$ cat config.mk
export PLATFORM = sky130hd
export DESIGN_NAME = lsu_master
export DESIGN_NICKNAME = d
export VERILOG_FILES = /design/src/rtl/lsu_master.sv
export SDC_FILE = /design/constraint.sdc
export NUM_CORES = 1
export LEC_CHECK = 0
export ABC_CLOCK_PERIOD_IN_PS = 2600
export BUFFER_PORTS_ARGS = -buffer_cell sky130_fd_sc_hd__buf_4
export CAP_MARGIN = 30
export CORE_MARGIN = 2
export CORE_UTILIZATION = 40
export DETAILED_ROUTE_END_ITERATION = 10
export GPL_TIMING_DRIVEN = 0
export PLACE_DENSITY = 0.63
export SETUP_SLACK_MARGIN = 0.1
export SYNTH_ARGS = -nofsm -noshare
export SYNTH_HDL_FRONTEND = slang
export SYNTH_SLANG_ARGS = --single-unit
$ cat constraint.sdc
create_clock -name clk -period 2.6 [get_ports clk]
set_clock_uncertainty 0.2 [all_clocks]
set_input_delay 0.39 -clock clk [delete_from_list [all_inputs] [get_ports clk]]
set_output_delay 0.39 -clock clk [all_outputs]
set_load 0.05 [all_outputs]
$ cat src/rtl/lsu_master.sv
// rtl/lsu_master.sv - load/store unit bus master: alignment check, lane steering, timeout
// One access at a time: IDLE -> REQ -> DONE, or IDLE -> DONE on a misaligned address.
module lsu_master #(
  parameter int TIMEOUT = 255
) (
  input  logic        clk,
  input  logic        reset,
  input  logic        start,
  input  logic [2:0]  op,
  input  logic [31:0] addr,
  input  logic [31:0] wdata,
  output logic        busy,
  output logic        done,
  output logic [31:0] rdata,
  output logic        adel,
  output logic        ades,
  output logic        tmo,
  output logic        mem_req,
  output logic        mem_we,
  output logic [31:0] mem_addr,
  output logic [3:0]  mem_be,
  output logic [31:0] mem_wdata,
  input  logic        mem_ready,
  input  logic [31:0] mem_rdata
);

  typedef enum logic [1:0] {IDLE, REQ, DONE} state_t;

  localparam logic [2:0] OP_LW  = 3'b000;
  localparam logic [2:0] OP_LH  = 3'b001;
  localparam logic [2:0] OP_LHU = 3'b010;
  localparam logic [2:0] OP_LB  = 3'b011;
  localparam logic [2:0] OP_LBU = 3'b100;
  localparam logic [2:0] OP_SW  = 3'b101;
  localparam logic [2:0] OP_SH  = 3'b110;
  localparam logic [2:0] OP_SB  = 3'b111;

  localparam logic [31:0] CNT_LAST = 32'(TIMEOUT - 1);

  state_t      state, state_nx;
  logic [2:0]  op_q;
  logic [31:0] addr_q, wdata_q, cnt;
  logic        adel_q, ades_q, tmo_q;
  logic        in_store, in_misal, q_store, cnt_last;
  logic [3:0]  be_q;
  logic [31:0] wlane_q, load_ext;
  logic [7:0]  byte_sel;
  logic [15:0] half_sel;

  assign in_store = (op == OP_SW) || (op == OP_SH) || (op == OP_SB);
  assign q_store  = (op_q == OP_SW) || (op_q == OP_SH) || (op_q == OP_SB);
  assign cnt_last = (cnt == CNT_LAST);

  always_comb begin
    in_misal = 1'b0;
    case (op)
      OP_LW, OP_SW:         in_misal = (addr[1:0] != 2'b00);
      OP_LH, OP_LHU, OP_SH: in_misal = addr[0];
      default:              in_misal = 1'b0;
    endcase
  end

  // Byte enables and replicated store data derived from the latched access.
  always_comb begin
    be_q    = 4'b1111;
    wlane_q = wdata_q;
    case (op_q)
      OP_LH, OP_LHU, OP_SH: begin
        be_q    = addr_q[1] ? 4'b1100 : 4'b0011;
        wlane_q = {wdata_q[15:0], wdata_q[15:0]};
      end
      OP_LB, OP_LBU, OP_SB: begin
        be_q    = 4'b0001 << addr_q[1:0];
        wlane_q = {4{wdata_q[7:0]}};
      end
      default: begin
        be_q    = 4'b1111;
        wlane_q = wdata_q;
      end
    endcase
  end

  always_comb begin
    byte_sel = mem_rdata[7:0];
    case (addr_q[1:0])
      2'd0:    byte_sel = mem_rdata[7:0];
      2'd1:    byte_sel = mem_rdata[15:8];
      2'd2:    byte_sel = mem_rdata[23:16];
      default: byte_sel = mem_rdata[31:24];
    endcase
    half_sel = addr_q[1] ? mem_rdata[31:16] : mem_rdata[15:0];
    load_ext = mem_rdata;
    case (op_q)
      OP_LH:   load_ext = {{16{half_sel[15]}}, half_sel};
      OP_LHU:  load_ext = {16'h0000, half_sel};
      OP_LB:   load_ext = {{24{byte_sel[7]}}, byte_sel};
      OP_LBU:  load_ext = {24'h000000, byte_sel};
      default: load_ext = mem_rdata;
    endcase
  end

  always_comb begin
    state_nx = state;
    case (state)
      IDLE:    if (start) state_nx = in_misal ? DONE : REQ;
      REQ:     if (mem_ready || cnt_last) state_nx = DONE;
      DONE:    state_nx = IDLE;
      default: state_nx = IDLE;
    endcase
  end

  always_ff @(posedge clk) begin
    if (!reset) begin
      state   <= IDLE;
      op_q    <= 3'b000;
      addr_q  <= 32'h0;
      wdata_q <= 32'h0;
      cnt     <= 32'h0;
      rdata   <= 32'h0;
      adel_q  <= 1'b0;
      ades_q  <= 1'b0;
      tmo_q   <= 1'b0;
    end else begin
      state <= state_nx;
      case (state)
        IDLE: begin
          if (start) begin
            adel_q <= in_misal && !in_store;
            ades_q <= in_misal && in_store;
            tmo_q  <= 1'b0;
            cnt    <= 32'h0;
            if (!in_misal) begin
              op_q    <= op;
              addr_q  <= addr;
              wdata_q <= wdata;
            end
          end
        end
        REQ: begin
          // A handshake on the terminal cycle takes priority over the timeout.
          if (mem_ready) begin
            if (!q_store) rdata <= load_ext;
          end else if (cnt_last) begin
            tmo_q <= 1'b1;
          end else begin
            cnt <= cnt + 32'd1;
          end
        end
        default: ;
      endcase
    end
  end

  assign mem_req   = (state == REQ);
  assign mem_we    = mem_req && q_store;
  assign mem_be    = mem_req ? be_q : 4'b0000;
  assign mem_wdata = mem_req ? wlane_q : 32'h0;
  assign mem_addr  = {addr_q[31:2], 2'b00};
  assign done      = (state == DONE);
  assign adel      = done && adel_q;
  assign ades      = done && ades_q;
  assign tmo       = done && tmo_q;
  assign busy      = (state != IDLE) || start;

endmodule

==> results by group, run 1 <==
Job
  – Max_cap viols: 0

Worst setup path
  – Maximum net fanout on the critical path: 5
  – Startpoint types: register
  – Req. time, crit path: 2.01 ns
  – CP cell instances: buf_6 > or3b_4 > nand2_4 > or2_4 > buf_8 > nand2_2 > a21oi_4 > buf_8
  – Crit-path slowest cell: or3b_4
  – CP max stage delay: 0.41 ns
  – Arr. time, crit path: 2.03 ns
  – CP Capture Type: primary output
  – Kind of critical path: reg -> out
  – Most common cell on crit path: buf_8

Placed design
  – Port bufs: 206
  – Dpl cell area: 0.008777 sq mm
  – Routability cong.: 0.8575
  – Post-DP HPWL: 16.63 mm

CTS
  – Worst skew pair latency: 0.43 ns
  – Sink Count: 136
  – Clk Tree Root Cell: clkbuf_16
  – Max H-tree Level: 4
  – CTS tree: built
  – Bufs on Longest Clock Path: 2
  – Clk pin slew, worst setup/hold paths: 0.06 ns
  – Num CTS Buffers: 17

Die
  – Core Box Area: 0.01658 sq mm
  – Initial Util: 0.4079
  – Die Area: 0.01797 sq mm
  – FP Rows: 47
  – Die H: 134.0 um
  – Io pins: 210
  – Width of the die: 134.0 um

GRT
  – GRT Util Overall: 0.2539
  – First-pass GRT wire length: 36.07 mm
  – Total grt overflow: 0
  – Vias in the first global route: 6894
  – Largest net degree at the start of global routing: 17
  – Initial antenna violation count: 0

Timing
  – Max-slew headroom: 0.5427
  – Period utilisation layout: 1.007
  – Endpoints failing setup: 7
  – Post-route setup slack: -0.01819 ns
  – RSZ-0062 raised after global routing: yes
  – Worst Max-Slew Pin Slew: 0.6788 ns
  – Tmin final: 2.618 ns
  – Endpoints failing hold: 0
  – Fin. max-slew vios: 0
  – Max Freq: 381.9 MHz

Route
  – DRT Pass-1 Iters: 5
  – Vias per cell: 5.340
  – Antenna-violating nets left: 0
  – Routed length per instance: 16.72 um
  – Residual DRC: 0
  – Total number of vias: 7359
  – Initial DRC count: 430
  – Routed wire length: 23.04 mm

Power and ir drop
  – Clk pwr share: 0.429
  – Comb pwr share: 0.207
  – Power Internal: 4.305 mW
  – Switching share of total power: 0.3052
  – Sequential power share: 0.364
  – P per Cell Area: 613.4 mW/mm^2
  – NetSw: 1.891 mW
  – Leakage: 4.112 nW
  – Max rail drop VDD: 0.6124 mV

Logic synthesis
  – Most common cell in the netlist: nand2_1
  – Yosys cell types: 54
  – Area contributors post-synth: dfxtp_1 (40%), nand2_1 (13%), a21oi_1 (9.9%)
  – Top cells by count, synth: nand2_1 (236), dfxtp_1 (136), a21oi_1 (134), o21ai_0 (42), clkbuf_1 (38)
  – Area leader, netlist: dfxtp_1
  – Syn Area/Cell: 7.652 sq um
  – Primary FF master, synth: dfxtp_1
  – Synth Register Bits: 136
  – Share of the synthesized area in the top cell type: 0.4025
  – Yosys warnings: 0
  – Mapped Area: 0.006764 sq mm
  – Synth Instances: 884
  – Ys async rst share: 0
  – Number of flops mapped to enable cells by yosys: 0
  – Sequential share of the synthesized area: 0.4025

Layout
  – Antenna diodes: 0
  – Area growth syn-to-layout: 49.33%
  – Final core utilization: 0.6091
  – Filler cells: 1561
  – Final #Nets: 1250
  – Layout cells sized above 1: 0.3377
  – Multi-input logic area: 0.003851 sq mm
  – Register area: 0.002728 sq mm
  – Fin area: 0.01010 sq mm

Outcome
  – Failing checks: setup timing
  – Status: complete, but fails checks

Worst hold path
  – Hold Path Class: in -> reg
## through the flow
| stage | power [mW] | cells | hold slack, ns | setup WS, ns | setup TNS [ns] |
|---|---|---|---|---|---|
| after global placement | 3.425 | 1311 | 0.2421 | -0.3358 | -5.529 |
| after CTS | 6.183 | 1372 | 0.0001609 | -0.03291 | -0.1393 |
| final | 6.196 | 1378 | 0.006108 | -0.01819 | -0.07569 |
| after global routing | 6.433 | 1378 | 0.001376 | -0.09460 | -0.9448 |
| after detailed placement | 3.433 | 1312 | 0.2471 | -0.3479 | -5.543 |
| after floorplan | 3.015 | 885 | 0.2273 | -0.06138 | -0.1860 |
## flip-flops by register name (all words and copies together) (netlist names)
name and cells:
addr_q 32, adel_q 1, ades_q 1, cnt 32, op_q 3, rdata 32, state 2, tmo_q 1
wdata_q 32
## cell families after synthesis
kind of cell	share of synthesized area
other	0.0005544
muxes	0.03589
adders and majority gates	0.003699
buffers and inverters	0.07880
xor gates and xnor gates	0.005179
and+or+nand+nor	0.2701
DFF	0.4025
AOI/OAI and AO/OA	0.2033
## layout make-up
cell class | count | share of cell area
multi-input cells | 649 | 0.3813
flip-flops and latches | 136 | 0.2700
repair buffers | 242 | 0.1994
plain buffers | 89 | 0.05487
clock buffers | 17 | 0.04212
well taps | 220 | 0.02725
clock inverters | 15 | 0.02131
inverters | 10 | 0.003716
## layer usage
metal  GRT usage  part of all wire  routed length, um
met1      0.3184              0.41               9533
met2      0.4094              0.48              11010
met3     0.08466             0.090               2073
met4     0.08947             0.018                421
met5           0                 0                  0
## power by group through the flow
| stage | clock network [mW] | logic, mW | registers (mW) |
|---|---|---|---|
| 2_1_floorplan | 0 | 0.658 | 2.36 |
| 3_3_place_gp | 0 | 1.14 | 2.29 |
| 3_5_place_dp | 0 | 1.14 | 2.29 |
| 4_1_cts | 2.68 | 1.26 | 2.25 |
| 5_1_grt | 2.79 | 1.38 | 2.26 |
| 6_report | 2.66 | 1.28 | 2.25 |
## worst paths after layout
| kind | startpoint | to | slack (ns) | cells after the start |
|---|---|---|---|---|
| max | op_q[1] | mem_wdata[19] | -0.02 | 8 |
| min | wdata[0] | wdata_q[0] | 0.006 | 3 |
| max reg2reg | cnt[0] | cnt[0] | 0.20 | 9 |
| min reg2reg | addr_q[29] | addr_q[29] | 0.25 | 2 |
## placed cells by master, fill, tap and decap left out, types with 13 or more instances in the layout
master,n
buf_4,229
nand2_1,218
dfxtp_1,132
a21oi_1,117
o21ai_0,42
nor2_1,28
clkbuf_1,28
buf_6,26
clkbuf_16,17
dlygate4sd3_1,17
or4_1,16
nand3_1,15
and2_1,13
## worst max-delay path: cells and delay by family, from the launching register on
kind,cells,cell delay (ns)
and+or+nand+nor,4,0.73
DFF,1,0.32
buffers and inverters,3,0.41
AOI/OAI and AO/OA,1,0.14
## timing repair
item                                   4_1_cts  5_1_grt
hold buffers                                16        1
setup buffers                               12        4
gates cloned                                 1        1
setup endpoints to repair                   38      109
pin swaps                                   17       10
gates resized for setup                     88       27
endpoints found under the hold margin       16        1
No activity file was read; power rests on OpenSTA's default activity.
==> run 2, diff against run 1 <==
--- a/config.mk
+++ b/config.mk
@@ -9,5 +9,4 @@
 export BUFFER_PORTS_ARGS = -buffer_cell sky130_fd_sc_hd__buf_4
 export CAP_MARGIN = 30
-export CORE_MARGIN = 2
 export CORE_UTILIZATION = 40
 export DETAILED_ROUTE_END_ITERATION = 10
==> constraint.sdc (replaced) <==
create_clock -name clk -period 2.6 [get_ports clk]
set_clock_uncertainty 0.2 [all_clocks]
set_input_delay 0.39 -clock clk [delete_from_list [all_inputs] [get_ports clk]]
set_output_delay 0.39 -clock clk [all_outputs]
set_load 0.02 [all_outputs]
==> results by group, run 2 (same netlist as run 1, synthesis figures left out) <==
GRT
  – Vias in the first global route: 6825 (was 6894)
  – Initial antenna violation count: 0 (unchanged)
  – First-pass GRT wire length: 35.57 mm (was 36.07 mm)
  – Total grt overflow: 0 (unchanged)
  – Largest net degree at the start of global routing: 17 (unchanged)
  – GRT Util Overall: 0.2571 (was 0.2539)

Placed design
  – Port bufs: 206 (unchanged)
  – Dpl cell area: 0.008589 sq mm (was 0.008777 sq mm)
  – Post-DP HPWL: 16.39 mm (was 16.63 mm)
  – Routability cong.: 0.8599 (was 0.8575)

Worst setup path
  – Maximum net fanout on the critical path: 8 (was 5)
  – Crit path from: op_q[0] (was op_q[1])
  – Worst r2r src: op_q[0] (was cnt[0])
  – Req. time, crit path: 2.01 ns (about the same)
  – Kind of critical path: reg -> out (unchanged)
  – CP Capture Type: primary output (unchanged)
  – Worst reg2reg path depth: 7 (was 9)
  – Critical Path End: mem_wdata[30] (was mem_wdata[19])
  – Reg2reg setup slack: 0.08 ns (was 0.20 ns)
  – Startpoint types: register (unchanged)
  – Reg-to-reg endpoint: rdata[10] (was cnt[0])
  – Arr. time, crit path: 2.04 ns (was 2.03 ns)

Route
  – Residual DRC: 0 (unchanged)
  – Initial DRC count: 455 (was 430)
  – Routed wire length: 22.74 mm (was 23.04 mm)
  – Vias per cell: 5.282 (was 5.340)
  – DRT Pass-1 Iters: 5 (unchanged)
  – Antenna-violating nets left: 0 (unchanged)
  – Routed length per instance: 16.68 um (was 16.72 um)
  – Total number of vias: 7199 (was 7359)

Job
  – Max_cap viols: 0 (unchanged)

Timing
  – Endpoints failing hold: 0 (unchanged)
  – Max-slew headroom: 0.4572 (was 0.5427)
  – RSZ-0062 raised after global routing: yes (unchanged)
  – Endpoints failing setup: 6 (was 7)
  – Post-route setup slack: -0.02795 ns (was -0.01819 ns)
  – Max Freq: 380.5 MHz (was 381.9 MHz)
  – Period utilisation layout: 1.011 (was 1.007)
  – Worst Max-Slew Pin Slew: 0.8115 ns (was 0.6788 ns)
  – Tmin final: 2.628 ns (was 2.618 ns)
  – Fin. max-slew vios: 0 (unchanged)

CTS
  – Worst skew pair latency: 0.42 ns (was 0.43 ns)
  – CTS tree: built (unchanged)
  – Post-CTS Hold Buffers: 0 (was 16)
  – Num CTS Buffers: 17 (unchanged)
  – Clk pin slew, worst setup/hold paths: 0.06 ns (about the same)
  – Sink Count: 136 (unchanged)
  – Max H-tree Level: 4 (unchanged)
  – Clk Tree Root Cell: clkbuf_16 (unchanged)
  – Bufs on Longest Clock Path: 2 (unchanged)

Power and ir drop
  – Power Internal: 4.058 mW (was 4.305 mW)
  – Clk pwr share: 0.418 (was 0.429)
  – Max rail drop VDD: 0.4869 mV (was 0.6124 mV)
  – Sequential power share: 0.396 (was 0.364)
  – P per Cell Area: 589.2 mW/mm^2 (was 613.4 mW/mm^2)
  – Switching share of total power: 0.2858 (was 0.3052)
  – Leakage: 3.992 nW (was 4.112 nW)
  – NetSw: 1.624 mW (was 1.891 mW)
  – Comb pwr share: 0.186 (was 0.207)

Die
  – Die Area: 0.01743 sq mm (was 0.01797 sq mm)
  – Initial Util: 0.4093 (was 0.4079)
  – Width of the die: 132.0 um (was 134.0 um)
  – Io pins: 210 (unchanged)
  – FP Rows: 47 (unchanged)
  – Core Box Area: 0.01652 sq mm (was 0.01658 sq mm)
  – Die H: 132.0 um (was 134.0 um)

Outcome
  – Status: complete, but fails checks (unchanged)
  – Failing checks: setup timing (unchanged)

Layout
  – Commonest non-fill, non-tap cell in the layout: buf_4 (unchanged)
  – Final #Nets: 1235 (was 1250)
  – Most frequent cells in the layout: buf_4 (251), nand2_1 (226), dfxtp_1 (134) (was buf_4 (229), nand2_1 (218), dfxtp_1 (132))
  – Layout cells sized above 1: 0.3255 (was 0.3377)
  – Area growth syn-to-layout: 42.58% (was 49.33%)
  – Antenna diodes: 0 (unchanged)
  – Fin area: 0.009644 sq mm (was 0.01010 sq mm)
  – Final core utilization: 0.5836 (was 0.6091)

Worst hold path
  – Hold Path Class: in -> reg (unchanged)
==> run 2: changes by cell type in the layout (fill, tap and decap cells not counted), sizes merged <==
| cell | before | now |
|---|---|---|
| clkbuf | 53 | 56 |
| inv | 15 | 11 |
| bufinv | 4 | 1 |
| clkinv | 6 | 5 |
| clkinvlp | 0 | 3 |
| dlygate4sd3 | 17 | 0 |
| buf | 278 | 282 |
==> run 2: worst max-delay path: stages (launching register included) <==
cell and delay, ns:
dfxtp_2 0.32, buf_6 0.12, or3b_4 0.41, nand2_4 0.10, buf_4 0.18, nand2_1 0.11
a31oi_2 0.21, buf_4 0.17
==> run 2: per-layer routing <==
metal	wire, um	track usage	vias up
met3	1845	0.08535	35
met1	9939	0.3223	3343
met4	370	0.07687	0
met5	0	0	-
li1	-	-	3565
met2	10580	0.4180	256
==> run 2: what timing repair did <==
item | in CTS | in global routing
setup buffers | 9 | 11
cloned | 1 | 0
setup endpoints to repair | 36 | 95
pin swaps | 11 | 11
resized for setup | 40 | 54
==> run 2: worst min path at each step <==
stage | start | endpoint | slack, ns | cells after the start
3_3_place_gp | addr_q[23] | addr_q[23] | 0.24 | 2
2_1_floorplan | adel_q | adel_q | 0.23 | 2
6_report | mem_rdata[5] | rdata[5] | 0.006 | 3
4_1_cts | mem_rdata[5] | rdata[5] | 0.001 | 3
3_5_place_dp | wdata_q[22] | wdata_q[22] | 0.25 | 2
5_1_grt | addr[14] | addr_q[14] | 0.002 | 3
==> run 2: through the flow <==
stage	hold slack (ns)	setup WS, ns	setup TNS, ns	cells	power (mW)
final	0.006128	-0.02795	-0.08040	1363	5.682
after global placement	0.2435	-0.3007	-2.131	1311	3.226
after CTS	0.0009878	0.009253	0	1352	5.637
after global routing	0.002358	-0.08018	-1.176	1363	5.889
after floorplan	0.2273	0.1263	0	885	2.821
after detailed placement	0.2482	-0.2629	-1.758	1311	3.232
==> run 2: power by group through the flow <==
stage	logic, mW	clock network [mW]	registers (mW)
final	1.06	2.37	2.25
after global routing	1.14	2.49	2.26
after CTS	0.999	2.39	2.25
after detailed placement	0.941	0	2.29
after global placement	0.938	0	2.29
after floorplan	0.520	0	2.30
==> run 2: layout make-up <==
type / instances / area (sq um)
Clock buffer: 22 / 484.2
Inverter: 10 / 37.54
Timing Repair Buffer: 227 / 1749
Fill cell: 1585 / 6880
Buffer: 89 / 545.5
Sequential cell: 136 / 2725
Clock inverter: 10 / 93.84
Tap cell: 220 / 275.3
Multi-Input combinational cell: 649 / 3734
